$ cat src/rtl/dp_ctrl_if.sv
// dp_ctrl_if: signal bundle between the dp_ctrl sequencer and its environment
// (instruction memory, data memory and the datapath it steers).
//
// Handshakes: instr_req is held high with pc stable until the first cycle in
// which instr_valid is also high; that cycle completes the fetch and
// instr_data is captured. mem_req works the same way with mem_addr and
// mem_valid. A valid seen while the matching request is low is ignored.
interface dp_ctrl_if #(
    parameter int PC_W = 8
);
    // run control
    logic            run;
    // instruction fetch
    logic            instr_req;
    logic [PC_W-1:0] pc;
    logic            instr_valid;
    logic [7:0]      instr_data;
    // data memory read
    logic            mem_req;
    logic [3:0]      mem_addr;
    logic            mem_valid;
    // datapath strobes
    logic            in_load_accu;
    logic            in_arithMemory;
    logic            execute_en_in;
    logic            in_add;
    logic            in_addi;
    logic            in_sub;
    logic            in_subi;
    logic            in_and;
    logic            in_or;
    logic            in_xor;
    logic            in_not;
    logic            shiftl;
    logic            shiftr;
    logic [3:0]      in_imm;
    // status
    logic            halted;
    logic            trap;

    // controller side
    modport master (
        input  run, instr_valid, instr_data, mem_valid,
        output instr_req, pc, mem_req, mem_addr,
        output in_load_accu, in_arithMemory, execute_en_in,
        output in_add, in_addi, in_sub, in_subi, in_and, in_or, in_xor, in_not,
        output shiftl, shiftr, in_imm, halted, trap
    );

    // memories / datapath / run source side
    modport slave (
        output run, instr_valid, instr_data, mem_valid,
        input  instr_req, pc, mem_req, mem_addr,
        input  in_load_accu, in_arithMemory, execute_en_in,
        input  in_add, in_addi, in_sub, in_subi, in_and, in_or, in_xor, in_not,
        input  shiftl, shiftr, in_imm, halted, trap
    );
endinterface

$ cat src/rtl/dp_ctrl.sv
// dp_ctrl: instruction sequencer for an accumulator datapath.
// Fetches 8-bit instructions ([7:4] opcode, [3:0] operand), optionally reads a
// data-memory operand, then pulses one execute strobe to the datapath.
// Optional feature: define DP_CTRL_ILLEGAL_TRAP_EN to send opcodes D-F to a
// sticky TRAP state; otherwise they decode as NOP and trap stays 0.
// restart is an asynchronous active-high reset; all outputs decode from the
// registered state, so asserting restart clears them without waiting for clka.
module dp_ctrl #(
    parameter int PC_W = 8
) (
    input  logic       clka,
    input  logic       restart,
    dp_ctrl_if.master  bus,
    output logic [2:0] state_dbg
);

    typedef enum logic [2:0] {
        S_IDLE   = 3'd0,
        S_FETCH  = 3'd1,
        S_DECODE = 3'd2,
        S_MEMRD  = 3'd3,
        S_EXEC   = 3'd4,
        S_LOAD   = 3'd5,
        S_HALT   = 3'd6,
        S_TRAP   = 3'd7
    } state_t;

    localparam logic [3:0] OP_NOP  = 4'h0;
    localparam logic [3:0] OP_ADD  = 4'h1;
    localparam logic [3:0] OP_ADDI = 4'h2;
    localparam logic [3:0] OP_SUB  = 4'h3;
    localparam logic [3:0] OP_SUBI = 4'h4;
    localparam logic [3:0] OP_AND  = 4'h5;
    localparam logic [3:0] OP_OR   = 4'h6;
    localparam logic [3:0] OP_XOR  = 4'h7;
    localparam logic [3:0] OP_NOT  = 4'h8;
    localparam logic [3:0] OP_SHL  = 4'h9;
    localparam logic [3:0] OP_SHR  = 4'hA;
    localparam logic [3:0] OP_LDA  = 4'hB;
    localparam logic [3:0] OP_HALT = 4'hC;

    state_t          state_q, state_d;
    logic [PC_W-1:0] pc_q, pc_d;
    logic [7:0]      ir_q, ir_d;
    logic [3:0]      opcode;
    logic [3:0]      operand;
    state_t          after_instr;

    assign opcode    = ir_q[7:4];
    assign operand   = ir_q[3:0];
    assign state_dbg = state_q;

    // Where a finished instruction goes: keep fetching only while run is high.
    assign after_instr = bus.run ? S_FETCH : S_IDLE;

    // State, program counter and instruction register.
    always_ff @(posedge clka or posedge restart) begin
        if (restart) begin
            state_q <= S_IDLE;
            pc_q    <= '0;
            ir_q    <= '0;
        end else begin
            state_q <= state_d;
            pc_q    <= pc_d;
            ir_q    <= ir_d;
        end
    end

    // Next-state, PC advance and IR capture.
    always_comb begin
        state_d = state_q;
        pc_d    = pc_q;
        ir_d    = ir_q;
        case (state_q)
            S_IDLE: begin
                if (bus.run) begin
                    state_d = S_FETCH;
                end
            end
            S_FETCH: begin
                // pc stays put until the fetch completes, then wraps naturally.
                if (bus.instr_valid) begin
                    ir_d    = bus.instr_data;
                    pc_d    = pc_q + PC_W'(1);
                    state_d = S_DECODE;
                end
            end
            S_DECODE: begin
                case (opcode)
                    OP_ADD, OP_SUB, OP_AND, OP_OR, OP_XOR, OP_NOT: state_d = S_MEMRD;
                    OP_ADDI, OP_SUBI, OP_SHL, OP_SHR:              state_d = S_EXEC;
                    OP_LDA:                                        state_d = S_LOAD;
                    OP_HALT:                                       state_d = S_HALT;
                    OP_NOP:                                        state_d = after_instr;
                    default: begin
`ifdef DP_CTRL_ILLEGAL_TRAP_EN
                        state_d = S_TRAP;
`else
                        state_d = after_instr;
`endif
                    end
                endcase
            end
            S_MEMRD: begin
                if (bus.mem_valid) begin
                    state_d = S_EXEC;
                end
            end
            S_EXEC:  state_d = after_instr;
            S_LOAD:  state_d = after_instr;
            // HALT and TRAP are only left through restart.
            S_HALT:  state_d = S_HALT;
            S_TRAP:  state_d = S_TRAP;
            default: state_d = S_IDLE;
        endcase
    end

    // Requests, datapath strobes and status decoded from the current state.
    always_comb begin
        bus.instr_req      = 1'b0;
        bus.pc             = pc_q;
        bus.mem_req        = 1'b0;
        bus.mem_addr       = 4'h0;
        bus.in_load_accu   = 1'b0;
        bus.in_arithMemory = 1'b0;
        bus.execute_en_in  = 1'b0;
        bus.in_add         = 1'b0;
        bus.in_addi        = 1'b0;
        bus.in_sub         = 1'b0;
        bus.in_subi        = 1'b0;
        bus.in_and         = 1'b0;
        bus.in_or          = 1'b0;
        bus.in_xor         = 1'b0;
        bus.in_not         = 1'b0;
        bus.shiftl         = 1'b0;
        bus.shiftr         = 1'b0;
        bus.in_imm         = 4'h0;
        bus.halted         = 1'b0;
        bus.trap           = 1'b0;
        case (state_q)
            S_FETCH: begin
                bus.instr_req = 1'b1;
            end
            S_DECODE: begin
                bus.in_imm = operand;
            end
            S_MEMRD: begin
                bus.mem_req  = 1'b1;
                bus.mem_addr = operand;
                bus.in_imm   = operand;
                // The datapath latches reg_in in the same cycle the read returns.
                bus.in_arithMemory = bus.mem_valid;
            end
            S_EXEC: begin
                bus.execute_en_in = 1'b1;
                bus.in_imm        = operand;
                case (opcode)
                    OP_ADD:  bus.in_add  = 1'b1;
                    OP_ADDI: bus.in_addi = 1'b1;
                    OP_SUB:  bus.in_sub  = 1'b1;
                    OP_SUBI: bus.in_subi = 1'b1;
                    OP_AND:  bus.in_and  = 1'b1;
                    OP_OR:   bus.in_or   = 1'b1;
                    OP_XOR:  bus.in_xor  = 1'b1;
                    OP_NOT:  bus.in_not  = 1'b1;
                    OP_SHL:  bus.shiftl  = 1'b1;
                    OP_SHR:  bus.shiftr  = 1'b1;
                    default: ;
                endcase
            end
            S_LOAD: begin
                bus.in_load_accu = 1'b1;
                bus.in_imm       = operand;
            end
            S_HALT: begin
                bus.halted = 1'b1;
            end
            S_TRAP: begin
`ifdef DP_CTRL_ILLEGAL_TRAP_EN
                bus.trap = 1'b1;
`else
                bus.trap = 1'b0;
`endif
            end
            default: ;
        endcase
    end

endmodule

$ cat src/flat_wrapper.sv
// flat-port wrapper written by rule: the top's interface ports become plain ports
module dp_ctrl_flat 
#(
    parameter int PC_W = 8
)
  (clka, restart, state_dbg, bus_run, bus_instr_valid, bus_instr_data, bus_mem_valid, bus_instr_req, bus_pc, bus_mem_req, bus_mem_addr, bus_in_load_accu, bus_in_arithMemory, bus_execute_en_in, bus_in_add, bus_in_addi, bus_in_sub, bus_in_subi, bus_in_and, bus_in_or, bus_in_xor, bus_in_not, bus_shiftl, bus_shiftr, bus_in_imm, bus_halted, bus_trap);
  dp_ctrl_if #(.PC_W(PC_W)) bus_i ();
  input  logic clka;
  input  logic restart;
  output logic [2:0] state_dbg;
  input wire logic [$bits(bus_i.run)-1:0] bus_run;
  input wire logic [$bits(bus_i.instr_valid)-1:0] bus_instr_valid;
  input wire logic [$bits(bus_i.instr_data)-1:0] bus_instr_data;
  input wire logic [$bits(bus_i.mem_valid)-1:0] bus_mem_valid;
  output wire logic [$bits(bus_i.instr_req)-1:0] bus_instr_req;
  output wire logic [$bits(bus_i.pc)-1:0] bus_pc;
  output wire logic [$bits(bus_i.mem_req)-1:0] bus_mem_req;
  output wire logic [$bits(bus_i.mem_addr)-1:0] bus_mem_addr;
  output wire logic [$bits(bus_i.in_load_accu)-1:0] bus_in_load_accu;
  output wire logic [$bits(bus_i.in_arithMemory)-1:0] bus_in_arithMemory;
  output wire logic [$bits(bus_i.execute_en_in)-1:0] bus_execute_en_in;
  output wire logic [$bits(bus_i.in_add)-1:0] bus_in_add;
  output wire logic [$bits(bus_i.in_addi)-1:0] bus_in_addi;
  output wire logic [$bits(bus_i.in_sub)-1:0] bus_in_sub;
  output wire logic [$bits(bus_i.in_subi)-1:0] bus_in_subi;
  output wire logic [$bits(bus_i.in_and)-1:0] bus_in_and;
  output wire logic [$bits(bus_i.in_or)-1:0] bus_in_or;
  output wire logic [$bits(bus_i.in_xor)-1:0] bus_in_xor;
  output wire logic [$bits(bus_i.in_not)-1:0] bus_in_not;
  output wire logic [$bits(bus_i.shiftl)-1:0] bus_shiftl;
  output wire logic [$bits(bus_i.shiftr)-1:0] bus_shiftr;
  output wire logic [$bits(bus_i.in_imm)-1:0] bus_in_imm;
  output wire logic [$bits(bus_i.halted)-1:0] bus_halted;
  output wire logic [$bits(bus_i.trap)-1:0] bus_trap;
  assign bus_i.run = bus_run;
  assign bus_i.instr_valid = bus_instr_valid;
  assign bus_i.instr_data = bus_instr_data;
  assign bus_i.mem_valid = bus_mem_valid;
  assign bus_instr_req = bus_i.instr_req;
  assign bus_pc = bus_i.pc;
  assign bus_mem_req = bus_i.mem_req;
  assign bus_mem_addr = bus_i.mem_addr;
  assign bus_in_load_accu = bus_i.in_load_accu;
  assign bus_in_arithMemory = bus_i.in_arithMemory;
  assign bus_execute_en_in = bus_i.execute_en_in;
  assign bus_in_add = bus_i.in_add;
  assign bus_in_addi = bus_i.in_addi;
  assign bus_in_sub = bus_i.in_sub;
  assign bus_in_subi = bus_i.in_subi;
  assign bus_in_and = bus_i.in_and;
  assign bus_in_or = bus_i.in_or;
  assign bus_in_xor = bus_i.in_xor;
  assign bus_in_not = bus_i.in_not;
  assign bus_shiftl = bus_i.shiftl;
  assign bus_shiftr = bus_i.shiftr;
  assign bus_in_imm = bus_i.in_imm;
  assign bus_halted = bus_i.halted;
  assign bus_trap = bus_i.trap;
  dp_ctrl #(.PC_W(PC_W)) u_core (.clka(clka), .restart(restart), .bus(bus_i), .state_dbg(state_dbg));
endmodule
$ cat config.mk
export PLATFORM = sky130hd
export DESIGN_NAME = dp_ctrl_flat
export DESIGN_NICKNAME = d
export VERILOG_FILES = /design/src/rtl/dp_ctrl_if.sv /design/src/rtl/dp_ctrl.sv /design/src/flat_wrapper.sv
export SDC_FILE = /design/constraint.sdc
export NUM_CORES = 1
export LEC_CHECK = 0
export ABC_AREA = 1
export CAP_MARGIN = 20
export CELL_PAD_IN_SITES_DETAIL_PLACEMENT = 0
export CELL_PAD_IN_SITES_GLOBAL_PLACEMENT = 2
export CORE_MARGIN = 1
export CORE_UTILIZATION = 23
export DETAILED_ROUTE_END_ITERATION = 6
export GPL_TIMING_DRIVEN = 0
export HOLD_SLACK_MARGIN = 0.08
export PLACE_DENSITY = 0.79
export SYNTH_ARGS = -nofsm -noshare
export SYNTH_HDL_FRONTEND = slang
export SYNTH_SLANG_ARGS = --single-unit
export TNS_END_PERCENT = 5
$ cat constraint.sdc
create_clock -name clka -period 3.2 [get_ports clka]
set_input_delay 0.96 -clock clka [delete_from_list [all_inputs] [get_ports clka]]
set_output_delay 0.96 -clock clka [all_outputs]
set_load 0.01 [all_outputs]
==> flow_summary.ini <==
[yosys]
synth_top_area_frac = 0.414
synth_area_leaders = dfrtp_1 (41%), nand2_1 (11%), nor2_1 (7.5%)
syn_nets = 173
ys_ff_latch = 19
yosys.area.top_type = dfrtp_1
synth.area.mux_share = 0
yosys.cell_types.count = 23
synth_warnings = 0
synth_xor_area_frac = 0.0458
synthAdderAreaFrac = 0.0109
synth_area_per_cell_um2 = 7.22
syn_inst = 159
synth.cell_area_mm2 = 0.00115
yosys.area_share.simple = 0.362
seq_area_frac_synth = 0.414
synth_top_family_by_area = simple AND/OR/NAND/NOR gates
synth_compound_area_frac = 0.0566

[clock_network]
tritoncts = built
cts-resized-gates = 0
insertion_delay_ns = 0.26
ctsRootBufferMaster = clkbuf_8
ctsLongestPathBuffers = 2
post_cts_buffers = 0
cts_num_sinks = 19
cts_buffers = 3
clk_pin_slew_ns = 0.07
h-tree-depth = 1
hold_buffers = 0

[setup_path]
r2r_end = u_core.ir_q[1]$_DFFE_PP0P_
worst_setup_path_start_kind = input pin
reg2reg_slack_ns = 1.81
crit_type = in2out
rr_worst_depth = 5
crit_fanout = 2
timing.rr.start = u_core.state_dbg[2]$_DFFE_PP0P_
path_common_cell = clkdlybuf4s50_1
critPathBufInv = 3
cp_data_required_time_ns = 2.24
slowest_delay_ns = 0.54
slowest_stage = clkdlybuf4s50_1
endpoint_kind = output port
crit_chain = clkdlybuf4s50_1 -> inv_1 -> nor2_1 -> clkdlybuf4s50_1
crit_family = buffers and inverters
cp.arrival_ns = 2.11

[timing]
slew_viol_final = 0
maxSlewHeadroom = 0.506
tns_ns = 0
worstMarginPinSlew_ns = 0.741
hold_viol_final = 0
period_share = 0.958
fin_skew_ns = 0.00161
setup_violations = 0
whs_ns = 0.496
fin_crit_ns = 3.07
rsz0062_at_grt = no
clock.fmax_mhz = 326

[route]
dr.pass1.iters = 4
drtAntennaViolNets = 0
drc = 0
drt_iter0_drc = 38
vias_per_cell = 4.17
wl_per_cell_um = 10.9
num_vias = 1156
routed_wl_um = 3010

[outcome]
status = complete, no violations

[die]
ios = 49
initial_core_util = 0.242
coreArea_mm2 = 0.00475
die_h_um = 72.7
dieArea_mm2 = 0.00528
die_w_um = 72.7
rows = 25

[global_route]
first_global_vias = 1131
antenna_found_initial = 0
grt_max_degree = 20
grt_pass1_wl_um = 5020
grt_usage = 0.121
grt_overflow = 0

[layout]
n_antenna_cell = 0
regArea_um2 = 475
fill_cells = 520
nets = 225
multiInputGateArea_um2 = 549
drive_gt1_frac = 0.0810
area_growth_pct = 52.2

[place]
hpwlAfterDp_um = 2350
gp_congestion = 0.698
numPortBuffers = 47

[min_path]
hp-start = u_core.bus.pc[5]$_DFFE_PP0P_
min_to = u_core.bus.pc[5]$_DFFE_PP0P_
hold_path.class = reg2reg
holdPathStages = 1

[power_and_ir_drop]
ir_worst_vdd_v = 0.000394
p_leak_nw = 0.781
powerDensity_mw_per_mm2 = 788

[flow_run]
maxCapViolCount = 0
==> Yosys cell counts (all sizes together) <==
cell type,n
inv,25
nor2,25
nand3,16
nor4,6
buf,4
xor2,3
dfrtp,19
nand4,2
nor3,4
conb,1
ha,1
xnor2,3
o21ai,11
nand3b,1
clkbuf,1
nand2,35
a21oi,2
==> cell type report <==
cell class | instances | share of cell area
timing repair buffer | 47 | 0.269
tap | 67 | 0.0480
clock buffer | 4 | 0.0258
buffer | 5 | 0.0172
sequential | 19 | 0.272
inverter | 25 | 0.0537
multi-input combinational | 110 | 0.314
==> metrics by stage <==
step           total power [mW]  utilization  setup WS, ns  cell area [um2]  std cells
2_1_floorplan             0.886            -          1.01             1150        159
3_3_place_gp               1.22        0.358         0.118             1700        273
3_5_place_dp               1.22        0.358         0.127             1700        273
4_1_cts                    1.39        0.368         0.125             1750        277
5_1_grt                    1.51        0.368       0.00764             1750        277
6_report                   1.38        0.368         0.133             1750        277
==> metal layers <==
layer / routed length (um) / up-vias / track usage
li1: - / 601 / -
met1: 1520 / 519 / 0.165
met2: 1340 / 33 / 0.201
met3: 132 / 3 / 0.0180
met4: 25 / 0 / 0.0327
met5: 0 / - / 0
==> worst reg2reg max path: stages, from the launching register on <==
cell and delay, ns:
dfrtp_1 0.46, inv_2 0.14, nand3_4 0.11, nor2_2 0.20
clkbuf_2 0.26, o21ai_0 0.12
==> state kept, by name (all words and copies together), names as in the netlist <==
register	cells
u_core.bus.pc	8
u_core.ir_q	8
u_core.state_dbg	3
==> report_power, final <==
group / internal [mW] / total (mW) / switching (mW)
Combinational: 0.343 / 0.785 / 0.441
Clock: 0.0886 / 0.171 / 0.0826
Sequential: 0.335 / 0.421 / 0.0862
==> worst max-delay path by stage <==
stage | from | cells past startpoint | endpoint | slack [ns]
2_1_floorplan | u_core.state_dbg[0]$_DFFE_PP0P_ | 4 | bus_in_imm[0] | 1.01
3_3_place_gp | bus_mem_valid | 4 | bus_in_arithMemory | 0.12
3_5_place_dp | bus_mem_valid | 4 | bus_in_arithMemory | 0.13
4_1_cts | bus_mem_valid | 4 | bus_in_arithMemory | 0.13
5_1_grt | u_core.state_dbg[0]$_DFFE_PP0P_ | 5 | bus_in_imm[2] | 0.008
6_report | bus_mem_valid | 4 | bus_in_arithMemory | 0.13
==> cell families (layout without fill, tap and decap cells) <==
kind of cell / after synthesis / count (layout)
AO/OA/AOI/OAI: 13 / 13
AND/OR/NAND/NOR: 89 / 89
buffers and inverters: 30 / 81
flip-flops: 19 / 19
other: 1 / 1
XOR/XNOR: 6 / 6
adder cells (fa/ha/maj): 1 / 1
==> layout by cell type, fill, tap and decap left out, drive strengths merged <==
cell / instances
nand3b: 1
nor2: 25
clkdlybuf4s50: 47
clkbuf: 5
dfrtp: 19
nor4: 6
nand3: 16
conb: 1
buf: 4
nand2: 35
nor3: 4
ha: 1
nand4: 2
xnor2: 3
xor2: 3
a21oi: 2
o21ai: 11
inv: 25
No activity file was read; power rests on OpenSTA's default activity.
